[src/rtl/instr_encoder_pkg.sv]
// Shared constants for the RV32I instruction encoder: format tags, opcodes,
// immediate range limits and a signed range helper.
package instr_encoder_pkg;

  typedef enum logic [2:0] {
    FMT_R = 3'd0,
    FMT_I = 3'd1,
    FMT_S = 3'd2,
    FMT_B = 3'd3,
    FMT_U = 3'd4,
    FMT_J = 3'd5
  } fmt_e;

  localparam logic [6:0] OP_LUI    = 7'h37;
  localparam logic [6:0] OP_AUIPC  = 7'h17;
  localparam logic [6:0] OP_JAL    = 7'h6F;
  localparam logic [6:0] OP_JALR   = 7'h67;
  localparam logic [6:0] OP_BRANCH = 7'h63;
  localparam logic [6:0] OP_LOAD   = 7'h03;
  localparam logic [6:0] OP_STORE  = 7'h23;
  localparam logic [6:0] OP_IMM    = 7'h13;
  localparam logic [6:0] OP_REG    = 7'h33;

  localparam logic [31:0] NOP_WORD = 32'h0000_0013;

  localparam int IS_MIN = -2048;
  localparam int IS_MAX = 2047;
  localparam int B_MIN  = -4096;
  localparam int B_MAX  = 4094;
  localparam int J_MIN  = -1048576;
  localparam int J_MAX  = 1048574;

  function automatic logic in_range(input logic [31:0] imm, input int lo, input int hi);
    return ($signed(imm) >= lo) && ($signed(imm) <= hi);
  endfunction

endpackage

[src/rtl/instr_enc_pack.sv]
// Combinational RV32I field packer: scatters the immediate into the
// format-specific bit positions and flags out-of-range immediates.
module instr_enc_pack
  import instr_encoder_pkg::*;
(
  input  logic [2:0]  fmt,
  input  logic [6:0]  opcode,
  input  logic [4:0]  rd,
  input  logic [4:0]  rs1,
  input  logic [4:0]  rs2,
  input  logic [2:0]  funct3,
  input  logic [6:0]  funct7,
  input  logic [31:0] imm,
  output logic [31:0] instr,
  output logic        err
);

  always_comb begin
    instr = NOP_WORD;
    err   = 1'b1;
    case (fmt)
      FMT_R: begin
        instr = {funct7, rs2, rs1, funct3, rd, opcode};
        err   = 1'b0;
      end
      FMT_I: begin
        instr = {imm[11:0], rs1, funct3, rd, opcode};
        err   = !in_range(imm, IS_MIN, IS_MAX);
      end
      FMT_S: begin
        instr = {imm[11:5], rs2, rs1, funct3, imm[4:0], opcode};
        err   = !in_range(imm, IS_MIN, IS_MAX);
      end
      FMT_B: begin
        instr = {imm[12], imm[10:5], rs2, rs1, funct3, imm[4:1], imm[11], opcode};
        err   = !in_range(imm, B_MIN, B_MAX) || imm[0];
      end
      FMT_U: begin
        instr = {imm[31:12], rd, opcode};
        err   = (imm[11:0] != 12'd0);
      end
      FMT_J: begin
        instr = {imm[20], imm[10:1], imm[11], imm[19:12], rd, opcode};
        err   = !in_range(imm, J_MIN, J_MAX) || imm[0];
      end
      default: begin
        instr = NOP_WORD;
        err   = 1'b1;
      end
    endcase
  end

endmodule

[src/rtl/instr_encoder.sv]
// RV32I instruction encoder with one output register stage and word-address
// counter. Optional error counter enabled by macro INSTR_ENC_ERR_CNT_EN.
module instr_encoder
  import instr_encoder_pkg::*;
#(
  parameter int unsigned      AW        = 32,
  parameter logic [AW-1:0]    BASE_ADDR = '0
) (
  input  logic          clk,
  input  logic          rst,
  input  logic          in_valid,
  output logic          in_ready,
  input  logic [2:0]    in_fmt,
  input  logic [6:0]    in_opcode,
  input  logic [4:0]    in_rd,
  input  logic [4:0]    in_rs1,
  input  logic [4:0]    in_rs2,
  input  logic [2:0]    in_funct3,
  input  logic [6:0]    in_funct7,
  input  logic [31:0]   in_imm,
  input  logic          addr_clr,
  output logic          out_valid,
  input  logic          out_ready,
  output logic [31:0]   out_instr,
  output logic [AW-1:0] out_addr,
  output logic          out_err
`ifdef INSTR_ENC_ERR_CNT_EN
  ,
  output logic [7:0]    err_cnt
`endif
);

  typedef enum logic {EMPTY, FULL} state_e;

  localparam logic [AW-1:0] ADDR_STEP = AW'(4);

  state_e        state, state_nxt;
  logic          capture;
  logic [AW-1:0] cnt;
  logic [31:0]   pack_instr;
  logic          pack_err;

  instr_enc_pack u_pack (
    .fmt    (in_fmt),
    .opcode (in_opcode),
    .rd     (in_rd),
    .rs1    (in_rs1),
    .rs2    (in_rs2),
    .funct3 (in_funct3),
    .funct7 (in_funct7),
    .imm    (in_imm),
    .instr  (pack_instr),
    .err    (pack_err)
  );

  assign capture = in_valid & in_ready;

  always_ff @(posedge clk or posedge rst) begin
    if (rst) state <= EMPTY;
    else     state <= state_nxt;
  end

  always_comb begin
    state_nxt = state;
    case (state)
      EMPTY:   if (capture) state_nxt = FULL;
      FULL:    if (!capture && out_ready) state_nxt = EMPTY;
      default: state_nxt = EMPTY;
    endcase
  end

  always_comb begin
    out_valid = (state == FULL);
    in_ready  = (state == EMPTY) | out_ready;
  end

  // Clear takes priority over the running count, even on a capture edge.
  always_ff @(posedge clk or posedge rst) begin
    if (rst) begin
      out_instr <= '0;
      out_err   <= 1'b0;
      out_addr  <= BASE_ADDR;
      cnt       <= BASE_ADDR;
    end else if (capture) begin
      out_instr <= pack_instr;
      out_err   <= pack_err;
      if (addr_clr) begin
        out_addr <= BASE_ADDR;
        cnt      <= BASE_ADDR + ADDR_STEP;
      end else begin
        out_addr <= cnt;
        cnt      <= cnt + ADDR_STEP;
      end
    end else if (addr_clr) begin
      cnt <= BASE_ADDR;
    end
  end

`ifdef INSTR_ENC_ERR_CNT_EN
  always_ff @(posedge clk or posedge rst) begin
    if (rst)
      err_cnt <= '0;
    else if (addr_clr)
      err_cnt <= '0;
    else if (out_valid && out_ready && out_err && (err_cnt != '1))
      err_cnt <= err_cnt + 8'd1;
  end
`endif

endmodule
[config.mk]
export PLATFORM = sky130hd
export DESIGN_NAME = instr_encoder
export DESIGN_NICKNAME = d
export VERILOG_FILES = /design/src/rtl/instr_encoder_pkg.sv /design/src/rtl/instr_enc_pack.sv /design/src/rtl/instr_encoder.sv
export SDC_FILE = /design/constraint.sdc
export NUM_CORES = 1
export LEC_CHECK = 0
export BUFFER_PORTS_ARGS = -buffer_cell sky130_fd_sc_hd__buf_2
export CORE_UTILIZATION = 53
export CTS_CLUSTER_SIZE = 40
export DETAILED_ROUTE_END_ITERATION = 6
export PLACE_DENSITY = 0.79
export SYNTH_ARGS = -nofsm -noshare
export SYNTH_HDL_FRONTEND = slang
export SYNTH_SLANG_ARGS = --single-unit
export TNS_END_PERCENT = 30
[constraint.sdc]
create_clock -name clk -period 3.6 [get_ports clk]
set_input_delay 0.72 -clock clk [delete_from_list [all_inputs] [get_ports clk]]
set_output_delay 0.72 -clock clk [all_outputs]
set_load 0.02 [all_outputs]
==> results.json, run 1 <==
{
  "slew_headroom": 0.394,
  "reg2reg_depth": 5,
  "crit_fanout": 23,
  "post_drt_wl_per_cell_microns": 15.7,
  "end_kind": "flip-flop",
  "slew_viol_final": 0,
  "grt_pass1_wl_microns": 19300,
  "netlist_top_cells_area": "dfrtp_1 49%, nand2_1 6.0%, nor2_1 5.1%",
  "ys.flop_type": "dfrtp_1",
  "n_antenna_cell": 0,
  "grt_max_degree": 62,
  "gp_congestion": 0.926,
  "synth_cell_types": 52,
  "grt_overflow": 0,
  "initial_core_util": 0.559,
  "syn_inst": 509,
  "powerDensity_nw_per_um2": 406,
  "synth_edf_count": 0,
  "cts_buffers": 9,
  "ctsHoldBuffers": 0,
  "skew_ps": 16.6,
  "portBuffers": 138,
  "final_nets": 703,
  "wl_microns": 11600,
  "p_leak_nw": 2.82,
  "slowest_delay_ps": 730,
  "hold_class": "in -> async",
  "dpl_cell_area_sq_um": 5680,
  "hold_violations": 0,
  "syn_area_sq_um": 4970,
  "rsz0062_at_grt": "no",
  "synth_seq_cells": 98,
  "grt_pass1_vias": 4073,
  "post_cts_buffers": 0,
  "final_common_cell": "buf_2",
  "syn-num-nets": 582,
  "die_x_microns": 98.8,
  "postLayoutCellArea_sq_um": 5920,
  "path_clk_slew_ps": 100,
  "cts_tree": "yes",
  "tightestPinTransition_ps": 907,
  "yosys.area.top_type": "dfrtp_1",
  "final.setup.tns_ps": 0,
  "drt-pass1-iter-count": 5,
  "cts_resized": 0,
  "path_cells": "buf_2 > nor2b_1 > o2111ai_1 > and3_1 > a41oi_1",
  "dieArea_sq_um": 9760,
  "area.growth.synth_to_final_pct": 19.1,
  "htreeDepth": 3,
  "antenna_found_initial": 0,
  "fin_crit_ps": 2130,
  "fmax_mhz": 470,
  "drtIter0Drc": 205,
  "fin_crit_sh": 0.591,
  "worst-setup-path-type": "in -> reg",
  "stdcell_count": 743,
  "arrival_ps": 2410,
  "insertion_delay_ps": 370,
  "core-area_sq_um": 8890,
  "drive_gt1_frac": 0.298,
  "die_y_microns": 98.8,
  "final_cell_mix": "138 x buf_2, 98 x dfrtp_1, 79 x nand2_1",
  "startpoint_type": "primary input",
  "synth_top_cell_area_share": 0.494,
  "row_count": 34,
  "dp.cells": 727,
  "critPathSlowestCell": "nor2b_1",
  "maxCapViolations": 0,
  "num_vias": 4276,
  "avgSynthCellArea_sq_um": 9.76,
  "outcome": "completed",
  "via_per_inst": 5.76,
  "final.fill_count": 736,
  "drcViolationCount": 0,
  "dp_hpwl_microns": 8530,
  "yosysWarnings": 0,
  "async_flop_share": 1.00,
  "root_buffer": "clkbuf_8",
  "setup_viol": 0,
  "track_usage": 0.248,
  "cts_max_path_buffers": 2,
  "yosysSeqAreaShare": 0.494,
  "io_pins": 139,
  "vdd.ir_drop.worst_uv": 217,
  "drtAntennaViolNets": 0,
  "cts.sinks": 98,
  "cp.required_ps": 3880
}
==> cell usage after synthesis, drive strengths merged, types with 2 or more instances <==
cell    number
a21oi       13
a22o         5
mux2         3
and2         2
or3          4
nor2b        9
xnor2       24
o22a         3
a221oi      22
nor4        24
nand4       14
mux2i        9
nor3         7
nor2        67
and3         2
nand3b      25
dfrtp       98
nand2       81
xor2         3
inv          7
nand3        9
clkbuf      15
o21ai       18
buf         18
nor3b        2
nand2b       3
and4         5
o31ai        5
==> path summary, 6_finish.rpt <==
path	end	start	slack, ps
min	out_addr[26]	rst	400
max reg2reg	out_err	out_valid	1640
min in group clk	out_addr[7]	out_addr[7]	470
max in group asynchronous	out_instr[25]	rst	2430
max	out_err	in_fmt[2]	1470
min reg2reg	out_addr[7]	out_addr[7]	470
==> logic make-up after synthesis <==
family	Yosys count	synth area share
and+or+nand+nor	256	0.288
xor gates and xnor gates	27	0.0476
buffers and inverters	40	0.0360
AOI/OAI and AO/OA	75	0.107
adders and majority gates	1	0.00252
muxes	12	0.0249
DFF	98	0.494
==> report_power, final <==
group,internal (mW),switching [mW],total (mW),leakage (nW)
combinational,0.138,0.255,0.393,1.42
clock,0.418,0.396,0.814,0.114
sequential,1.16,0.0361,1.20,1.29
==> state kept, by name, summed over array words and instances (netlist names) <==
name and count:
cnt 32, out_addr 32, out_err 1, out_instr 32
out_valid 1
==> stage by stage <==
stage / total power [mW] / worst slack, ps / hold WS (ps) / utilization
global route: 2.50 / 1340 / 433 / 0.665
global placement: 1.60 / 1200 / 444 / 0.639
CTS: 2.42 / 1500 / 406 / 0.665
detailed placement: 1.61 / 1100 / 452 / 0.639
finish: 2.40 / 1470 / 396 / 0.665
floorplan: 1.45 / 318 / 469 / -
==> final cells by class <==
class                           count  area [sq um]  share of cell area
Clock buffer                       10           138              0.0233
Clock inverter                      6          93.8              0.0159
Inverter                            7          28.8             0.00486
Multi-Input combinational cell    371          2340               0.396
Timing Repair Buffer              143           728               0.123
Sequential cell                    98          2450               0.415
Tap cell                          108           135              0.0228
==> metal layers <==
| metal | vias to the layer above | wire length, microns | track usage |
|---|---|---|---|
| li1 | 2055 | - | - |
| met1 | 2031 | 5000 | 0.323 |
| met2 | 168 | 5730 | 0.420 |
| met3 | 22 | 686 | 0.0362 |
| met4 | 0 | 223 | 0.0964 |
| met5 | - | 0 | 0 |
==> worst max-delay path: cells and delay by family <==
family,cells,cell delay [ps]
and+or+nand+nor,2,910
AOI/OAI and AO/OA,2,410
buffers and inverters,1,370
Power figures use the tool's default switching activity.
==> run 2, diff against run 1 <==
--- a/config.mk
+++ b/config.mk
@@ -5,11 +5,12 @@
 export SDC_FILE = /design/constraint.sdc
 export NUM_CORES = 1
 export LEC_CHECK = 0
+export ABC_AREA = 1
 export BUFFER_PORTS_ARGS = -buffer_cell sky130_fd_sc_hd__buf_2
 export CORE_UTILIZATION = 53
 export CTS_CLUSTER_SIZE = 40
 export DETAILED_ROUTE_END_ITERATION = 6
-export PLACE_DENSITY = 0.79
+export PLACE_DENSITY = 0.78
 export SYNTH_ARGS = -nofsm -noshare
 export SYNTH_HDL_FRONTEND = slang
 export SYNTH_SLANG_ARGS = --single-unit
==> constraint.sdc (replaced) <==
create_clock -name clk -period 2.02 [get_ports clk]
set_input_delay 0.404 -clock clk [delete_from_list [all_inputs] [get_ports clk]]
set_output_delay 0.404 -clock clk [all_outputs]
set_load 0.02 [all_outputs]
==> run 2 against run 1 <==
Compared with the run above: cell count up 35%; area after synthesis up 6.6%; total power up 73%; sequential cell count unchanged; clock power up 60%; hold slack worse by 300 ps; sequential power up 78%; critical path type is now reg -> reg; sequential share of layout area down 3.1 points; non-clock buffer count up 12; register-to-register slack worse by 1400 ps; count of clock-buffer cells in the layout up 2; critical path depth up 5.
==> results.json, run 2 <==
{
  "powerDensity_nw_per_um2": 650,
  "root_buffer": "clkbuf_8",
  "netlist_top_cells_area": "dfrtp_1 46%, nand2_1 15%, o21ai_0 6.9%",
  "die_x_microns": 102,
  "gp_congestion": 0.952,
  "syn_inst": 722,
  "largestRegisters": "cnt x32, out_addr x32, out_instr x32",
  "hold_violations": 0,
  "outcome": "completed",
  "yosys.area_share.xor_xnor": 0.00992,
  "yosys.area_share.simple": 0.314,
  "dieArea_sq_um": 10400,
  "syn_area_sq_um": 5300,
  "insertion_delay_ps": 370,
  "final_common_cell": "nand2_1",
  "critPathSlowestCell": "dfrtp_1",
  "via_per_inst": 5.33,
  "die_y_microns": 102,
  "synth_seq_cells": 98,
  "yosys.area.top_type": "dfrtp_1",
  "grt_pass1_vias": 5236,
  "grt_overflow": 0,
  "synth_edf_count": 0,
  "fin_crit_ps": 1740,
  "fin_crit_sh": 0.859,
  "cp.required_ps": 2280,
  "drcViolationCount": 0,
  "startpoint": "cnt[3]",
  "yosysMostFrequentCell": "nand2_1",
  "reg2reg_depth": 10,
  "critical_path_buf_inv_count": 1,
  "synth_top_cell_area_share": 0.463,
  "async_flop_share": 1.00,
  "slew_viol_final": 0,
  "yosysWarnings": 0,
  "antenna_found_initial": 0,
  "cts.sinks": 98,
  "tightestPinTransition_ps": 600,
  "core-area_sq_um": 9730,
  "syn-num-nets": 795,
  "synth_top_family_by_area": "simple AND/OR/NAND/NOR gates",
  "power_switching_share": 0.299,
  "synth_mux_area_frac": 0,
  "power_switching_mw": 1.24,
  "row_count": 36,
  "grt_max_degree": 57,
  "dp_slack_ps": 286,
  "worst-setup-path-type": "reg -> reg",
  "startpoint_type": "flip-flop",
  "slew_headroom": 0.599,
  "fmax_mhz": 576,
  "crit_fanout": 4,
  "cts_buffers": 9,
  "cts_resized": 0,
  "track_usage": 0.297,
  "synth_cell_types": 33,
  "drtIter0Drc": 263,
  "cp_num_cells": 10,
  "post_cts_buffers": 0,
  "skew_ps": 12.7,
  "cts_max_path_buffers": 2,
  "worst_r2r_startpoint": "cnt[3]",
  "ys.flop_type": "dfrtp_1",
  "synthAdderAreaFrac": 0.00236,
  "post_drt_wl_per_cell_microns": 14.4,
  "clock_power_share": 0.313,
  "area.growth.synth_to_final_pct": 20.8,
  "arrival_ps": 2000,
  "path_delay_family": "simple AND/OR/NAND/NOR gates",
  "power_frac_seq": 0.511,
  "drive_gt1_frac": 0.219,
  "setup_viol": 0,
  "initial_core_util": 0.544,
  "r2r_setup_slack_ps": 280,
  "avgSynthCellArea_sq_um": 7.34,
  "dp_hpwl_microns": 11300,
  "power.internal_mw": 2.91,
  "portBuffers": 138,
  "grt_pass1_wl_microns": 24100,
  "hold_class": "in -> async",
  "final_nets": 936,
  "cts_tree": "yes",
  "yosysSeqAreaShare": 0.463,
  "maxCapViolations": 0,
  "num_vias": 5335,
  "wl_microns": 14400,
  "netlist_top_cells_count": "207 x nand2_1, 98 x dfrtp_1, 82 x inv_1",
  "n_antenna_cell": 0,
  "final_cell_mix": "207 x nand2_1, 138 x buf_2, 98 x dfrtp_1",
  "final.setup.tns_ps": 0,
  "final.setup.worst_slack_ps": 285,
  "htreeDepth": 3,
  "synth-compound-area-share": 0.131,
  "drtAntennaViolNets": 0,
  "end_kind": "flip-flop",
  "rsz0062_at_grt": "no",
  "path_clk_slew_ps": 90,
  "crit_end": "cnt[20]",
  "drt-pass1-iter-count": 6,
  "slowest_delay_ps": 410,
  "ctsHoldBuffers": 0,
  "pwr-share-comb": 0.176,
  "p_leak_nw": 3.14,
  "vdd.ir_drop.worst_uv": 357,
  "reg2reg_to": "cnt[20]",
  "path_cells": "ha_1 > inv_1 > nor3_4 > nand3_2 > nor2_4 > nand3_2 > nor2_4 > nand3_1 > nand2_1 > nor2_1",
  "io_pins": 139
}
## run 2: cell types whose count changed in the layout (fill, tap and decap cells not counted), moves of 12 or more
cell	delta
nor2_1	+12
nand2_1	+128
o21ai_0	+56
nor3_1	+15
nand3_1	+27
nand3b_1	-25
a221oi_1	-15
xnor2_1	-24
inv_1	+75
## run 2: stage by stage
stage / instances / utilization / hold slack (ps) / area, sq um / total power, mW
2_1_floorplan: 722 / - / 443 / 5300 / 2.58
3_3_place_gp: 985 / 0.637 / 456 / 6200 / 2.88
3_5_place_dp: 985 / 0.637 / 461 / 6200 / 2.90
4_1_cts: 1001 / 0.658 / 104 / 6400 / 4.17
5_1_grt: 1001 / 0.658 / 135 / 6400 / 4.33
6_report: 1001 / 0.658 / 91.2 / 6400 / 4.16
## run 2: how the worst min path moves through the flow
stage	depth (start not counted)	startpoint	endpoint	slack, ps
floorplan	2	cnt[0]	cnt[0]	440
global placement	2	cnt[1]	cnt[1]	460
detailed placement	2	out_instr[3]	out_instr[3]	460
CTS	2	rst	out_instr[0]	100
global route	2	rst	out_addr[3]	140
finish	2	rst	out_addr[3]	90
## run 2: layer usage
metal,track usage,routed length [microns],part of all wire
met5,0,0,0
met4,0.107,290,0.020
met3,0.0376,829,0.058
met2,0.522,7250,0.50
met1,0.376,6050,0.42
## run 2: kinds of logic after synthesis
family / after synthesis
AOI/OAI and AO/OA: 127
xor gates and xnor gates: 6
adders and majority gates: 1
buffers and inverters: 108
DFF: 98
and+or+nand+nor: 382
## run 2: power by group through the flow
stage                     sequential [mW]  combinational, mW  clock (mW)
after global placement               2.16              0.725           0
after global routing                 2.14              0.811        1.38
after CTS                            2.13              0.736        1.31
final                                2.13              0.730        1.30
after detailed placement             2.16              0.734           0
after floorplan                      2.29              0.294           0
## run 2: layout make-up
| cell class | count | area (sq um) |
|---|---|---|
| Sequential cell | 98 | 2450 |
| Tap cell | 133 | 166 |
| Clock buffer | 12 | 145 |
| Inverter | 83 | 315 |
| Timing Repair Buffer | 155 | 843 |
| Multi-Input combinational cell | 516 | 2420 |
| Clock inverter | 4 | 51.3 |
| Fill cell | 876 | 3330 |
